<file path="src/rtl/vga_pattern_sequencer.sv">
// Frame-synchronous test-pattern source for a VGA controller: auto/manual pattern
// sequencing with changes only at frame boundaries. Optional macro PATTERN_BORDER_EN adds a white border.
module vga_pattern_sequencer #(
  parameter int NUM_PATTERNS       = 5,
  parameter int FRAMES_PER_PATTERN = 60,
  parameter int H_ACTIVE           = 640,
  parameter int V_ACTIVE           = 480
) (
  input  logic       clk_i,
  input  logic       reset_i,
  input  logic [9:0] pixel_x_i,
  input  logic [9:0] pixel_y_i,
  input  logic       auto_en_i,
  input  logic       hold_i,
  input  logic       step_i,
  output logic [9:0] red_o,
  output logic [9:0] green_o,
  output logic [9:0] blue_o,
  output logic [2:0] pattern_index_o,
  output logic       frame_start_o
);

  localparam int CNT_W = (FRAMES_PER_PATTERN > 1) ? $clog2(FRAMES_PER_PATTERN) : 1;
  localparam logic [CNT_W-1:0] CNT_LAST = CNT_W'(FRAMES_PER_PATTERN - 1);
  localparam logic [2:0]       IDX_LAST = 3'(NUM_PATTERNS - 1);
  localparam logic [9:0]       X_LAST   = 10'(H_ACTIVE - 1);
  localparam logic [9:0]       Y_LAST   = 10'(V_ACTIVE - 1);

  typedef enum logic [1:0] {S_AUTO, S_MANUAL, S_PENDING} state_e;

  state_e           state_q;
  logic [9:0]       prev_y_q;
  logic [CNT_W-1:0] count_q;
  logic [2:0]       index_q;
  logic             frame_start_q;
  logic [9:0]       red_q, green_q, blue_q;
  logic [9:0]       red_d, green_d, blue_d;
  logic             fs;
  logic             active;
  logic [2:0]       index_next;

  // A frame boundary is the Y coordinate wrapping back to line 0.
  assign fs         = (pixel_y_i == 10'd0) && (prev_y_q != 10'd0);
  assign index_next = (index_q == IDX_LAST) ? 3'd0 : index_q + 3'd1;
  assign active     = (pixel_x_i <= X_LAST) && (pixel_y_i <= Y_LAST);

  always_comb begin
    // NOTE: every output gets a default first so no path leaves a latch behind.
    red_d   = '0;
    green_d = '0;
    blue_d  = '0;
    if (active) begin
      case (index_q)
        3'd0: begin
          red_d   = {10{~pixel_x_i[8]}};
          green_d = {10{~pixel_x_i[7]}};
          blue_d  = {10{~pixel_x_i[6]}};
        end
        3'd1: begin
          red_d   = {10{~pixel_y_i[8]}};
          green_d = {10{~pixel_y_i[7]}};
          blue_d  = {10{~pixel_y_i[6]}};
        end
        3'd2: begin
          red_d   = {10{pixel_x_i[5] ^ pixel_y_i[5]}};
          green_d = red_d;
          blue_d  = red_d;
        end
        3'd3:    red_d = pixel_x_i;
        3'd4: begin
          red_d   = 10'h3FF;
          green_d = 10'h3FF;
          blue_d  = 10'h3FF;
        end
        default: ;
      endcase
`ifdef PATTERN_BORDER_EN
      if ((pixel_x_i == 10'd0) || (pixel_x_i == X_LAST) ||
          (pixel_y_i == 10'd0) || (pixel_y_i == Y_LAST)) begin
        red_d   = 10'h3FF;
        green_d = 10'h3FF;
        blue_d  = 10'h3FF;
      end
`endif
    end
  end

  // NOTE: all state here uses non-blocking assignments so every register samples pre-edge values.
  always_ff @(posedge clk_i) begin
    if (reset_i) begin
      state_q       <= auto_en_i ? S_AUTO : S_MANUAL;
      prev_y_q      <= '0;
      count_q       <= '0;
      index_q       <= '0;
      frame_start_q <= 1'b0;
      red_q         <= '0;
      green_q       <= '0;
      blue_q        <= '0;
    end else begin
      prev_y_q      <= pixel_y_i;
      frame_start_q <= fs;
      red_q         <= red_d;
      green_q       <= green_d;
      blue_q        <= blue_d;
      case (state_q)
        S_AUTO: begin
          if (!auto_en_i) begin
            state_q <= S_MANUAL;
            count_q <= '0;
          end else if (fs && !hold_i) begin
            if (count_q == CNT_LAST) begin
              index_q <= index_next;
              count_q <= '0;
            end else begin
              count_q <= count_q + 1'b1;
            end
          end
        end
        S_MANUAL: begin
          if (auto_en_i) begin
            state_q <= S_AUTO;
            count_q <= '0;
          end else if (step_i) begin
            state_q <= S_PENDING;
          end
        end
        S_PENDING: begin
          // Further step pulses are absorbed here: at most one advance per frame.
          if (auto_en_i) begin
            state_q <= S_AUTO;
            count_q <= '0;
          end else if (fs) begin
            index_q <= index_next;
            state_q <= S_MANUAL;
          end
        end
        default: state_q <= S_MANUAL;
      endcase
    end
  end

  assign red_o           = red_q;
  assign green_o         = green_q;
  assign blue_o          = blue_q;
  assign pattern_index_o = index_q;
  assign frame_start_o   = frame_start_q;

endmodule

</file>
<file path="config.mk">
export PLATFORM = sky130hd
export DESIGN_NAME = vga_pattern_sequencer
export DESIGN_NICKNAME = d
export VERILOG_FILES = /design/src/rtl/vga_pattern_sequencer.sv
export SDC_FILE = /design/constraint.sdc
export NUM_CORES = 1
export LEC_CHECK = 0
export CORE_ASPECT_RATIO = 0.6
export CORE_MARGIN = 5
export CORE_UTILIZATION = 48
export CTS_BUF_LIST = sky130_fd_sc_hd__clkbuf_4 sky130_fd_sc_hd__clkbuf_8 sky130_fd_sc_hd__clkbuf_16
export DETAILED_ROUTE_END_ITERATION = 8
export PLACE_DENSITY = 0.84
export SLEW_MARGIN = 20
export SYNTH_ARGS = -nofsm -noshare
export SYNTH_HDL_FRONTEND = slang
export SYNTH_SLANG_ARGS = --single-unit
</file>
<file path="constraint.sdc">
create_clock -name clk_i -period 4.94 [get_ports clk_i]
set_input_delay 0.741 -clock clk_i [delete_from_list [all_inputs] [get_ports clk_i]]
set_output_delay 0.741 -clock clk_i [all_outputs]
set_load 0.05 [all_outputs]
</file>
==> impl_metrics.json <==
{
  "syn_inst": 187,
  "dr.pass1.iters": 4,
  "die_h_um": 56.0,
  "final_util_pct": 67.8,
  "place_worst_setup_slack_ns": 1.98,
  "slew_violations": 0,
  "mostFrequentLayoutCell": "clkdlybuf4s50_1",
  "root_buffer": "clkbuf_8",
  "drcViolationCount": 0,
  "diodes": 0,
  "cp_max_fo": 5,
  "powerDensity_mw_per_mm2": 276,
  "cp_data_arrival_time_ns": 2.85,
  "clockBufferDepth": 2,
  "worst_slew_pin_slew_ns": 0.909,
  "insertion_delay_ns": 0.28,
  "grt_max_degree": 25,
  "leakage_nw": 0.848,
  "syn_area_per_cell_um2": 9.04,
  "htreeDepth": 2,
  "relSlewSlack_pct": 38.7,
  "ys_ff_latch": 34,
  "yosys_warnings": 0,
  "finalNetCount": 264,
  "peakVddDrop_uv": 149,
  "maxCapViolCount": 0,
  "netlist_area_mm2": 0.00169,
  "critPathRequiredTime_ns": 5.13,
  "fin_ws_ns": 2.28,
  "synth_cell_types": 39,
  "num_vias": 1440,
  "start_util_pct": 50.9,
  "grt_usage_pct": 17.2,
  "path_clk_slew_ns": 0.06,
  "rsz0062_at_grt": "no",
  "period_needed_ns": 2.66,
  "wl_per_cell_um": 14.7,
  "grt-ovfl-total": 0,
  "final_cells": 274,
  "cts_tree": "done",
  "ioPinCount": 59,
  "cts_buffers": 5,
  "ys_seq_area_share_pct": 41.5,
  "skew_ns": 0.00755,
  "layout-drive-gt1-share_pct": 5.68,
  "routed_wl_um": 4020,
  "hold_viol": 0,
  "gp_congestion": 0.925,
  "synth_flop_cell": "dfxtp_1",
  "first_iter_violations": 112,
  "grt_pass1_wl_um": 6510,
  "via_per_inst": 5.26,
  "port_buffers": 58,
  "drtAntennaViolNets": 0,
  "status": "finished, final reports clean",
  "most-common-layout-cells": "clkdlybuf4s50_1, dfxtp_1, a21oi_1",
  "antenna_found_initial": 0,
  "setup_violations": 0,
  "n_fill_cell": 278,
  "fp-row-count": 16,
  "path_class": "primary input to flop",
  "clock_sinks": 34,
  "postSynth.asyncResetShare_pct": 0,
  "totalNegativeSetupSlack_ns": 0,
  "synth_top_cell_area_share_pct": 37.9,
  "end_kind": "flop",
  "post-cts-setup-buffers": 0,
  "fin_crit_sh_pct": 53.8,
  "grt_pass1_vias": 1304,
  "hold_buffers": 0,
  "areaGrowthSynthToFinish_pct": 33.2,
  "synth_top_area_cell": "dfxtp_1",
  "fmax_mhz": 376,
  "start_kind": "primary input",
  "syn-num-nets": 222,
  "synth-edff-count": 2,
  "die_w_um": 86.6,
  "synthTopCellsByArea": "dfxtp_1, buf_4, ha_1, a21oi_1, nor2b_1",
  "dp_cells": 267,
  "die_area_mm2": 0.00485,
  "hold_class": "flop to flop",
  "cts_resized": 0,
  "dpl.hpwl_um": 3080,
  "core_area_mm2": 0.00332
}
[metrics by stage]
step | hold slack [ns] | cell area (um^2) | total power [mW]
5_1_grt | 0.543 | 2250 | 0.650
4_1_cts | 0.502 | 2250 | 0.624
6_report | 0.506 | 2250 | 0.622
2_1_floorplan | 0.462 | 1690 | 0.392
3_5_place_dp | 0.493 | 2170 | 0.438
3_3_place_gp | 0.489 | 2170 | 0.438
[kinds of logic (layout without fill, tap and decap cells)]
logic type / count (synthesis) / after routing / synth area share, %
buffers and inverters: 31 / 73 / 10.9
xor gates and xnor gates: 1 / 1 / 0.518
AOI/OAI and AO/OA: 45 / 45 / 16.8
DFF: 34 / 34 / 41.5
adders and majority gates: 10 / 10 / 7.40
and+or+nand+nor: 64 / 64 / 21.8
muxes: 2 / 2 / 1.18
[cells in the mapped netlist, types with 3 or more instances]
| master | number |
|---|---|
| buf_4 | 18 |
| nor2b_1 | 12 |
| inv_1 | 8 |
| clkbuf_1 | 4 |
| o31ai_1 | 4 |
| o22ai_1 | 3 |
| nor2_1 | 12 |
| nor4_2 | 3 |
| nand3_1 | 8 |
| dfxtp_1 | 32 |
| a21oi_1 | 20 |
| nand2_1 | 14 |
| ha_1 | 10 |
| o21ai_0 | 7 |
[cell type report]
| cell class | instances | area, um^2 | share of cell area, % |
|---|---|---|---|
| clock inverters | 2 | 10.0 | 0.444 |
| flip-flops and latches | 34 | 701 | 31.1 |
| clock buffers | 5 | 68.8 | 3.06 |
| repair buffers | 58 | 581 | 25.8 |
| well taps | 45 | 56.3 | 2.50 |
| inverters | 8 | 30.0 | 1.33 |
| multi-input cells | 122 | 806 | 35.8 |
[per-layer routing]
layer  global-route usage, %  wire [um]  up-vias
li1                        -          -      723
met1                    25.2       1940      657
met2                    22.8       1680       53
met3                    5.92        361        7
met4                    6.00         44        0
met5                       0          0        -
[critical path, cell delays in order]
cell and delay (ns):
clkdlybuf4s50_1 0.49, nor4_2 0.30, nand3_1 0.18, o311ai_0 0.79, nand3_1 0.16, a21oi_1 0.20
[flip-flops by register name, summed over array words and instances (netlist names)]
| signal | count |
|---|---|
| blue_o | 1 |
| count_q | 6 |
| frame_start_o | 1 |
| green_o | 1 |
| pattern_index_o | 3 |
| prev_y_q | 10 |
| red_o | 10 |
| state_q | 2 |
[path summary, 6_finish.rpt]
check | slack, ns | cells after the start | from | endpoint
setup reg to reg | 2.84 | 7 | state_q[1]$_SDFFCE_PP0P_ | pattern_index_o[2]$_SDFFE_PP0P_
hold / removal | 0.51 | 2 | count_q[1]$_SDFFE_PP0P_ | count_q[1]$_SDFFE_PP0P_
hold reg to reg | 0.51 | 2 | count_q[1]$_SDFFE_PP0P_ | count_q[1]$_SDFFE_PP0P_
setup / recovery | 2.28 | 6 | pixel_y_i[5] | count_q[5]$_SDFFE_PP0P_
[power by group]
part	switching (mW)	internal [mW]	total [mW]
Clock	0.0935	0.0944	0.188
Sequential	0.00666	0.290	0.297
Combinational	0.0800	0.0572	0.137
(Power assumes the default switching activity.)
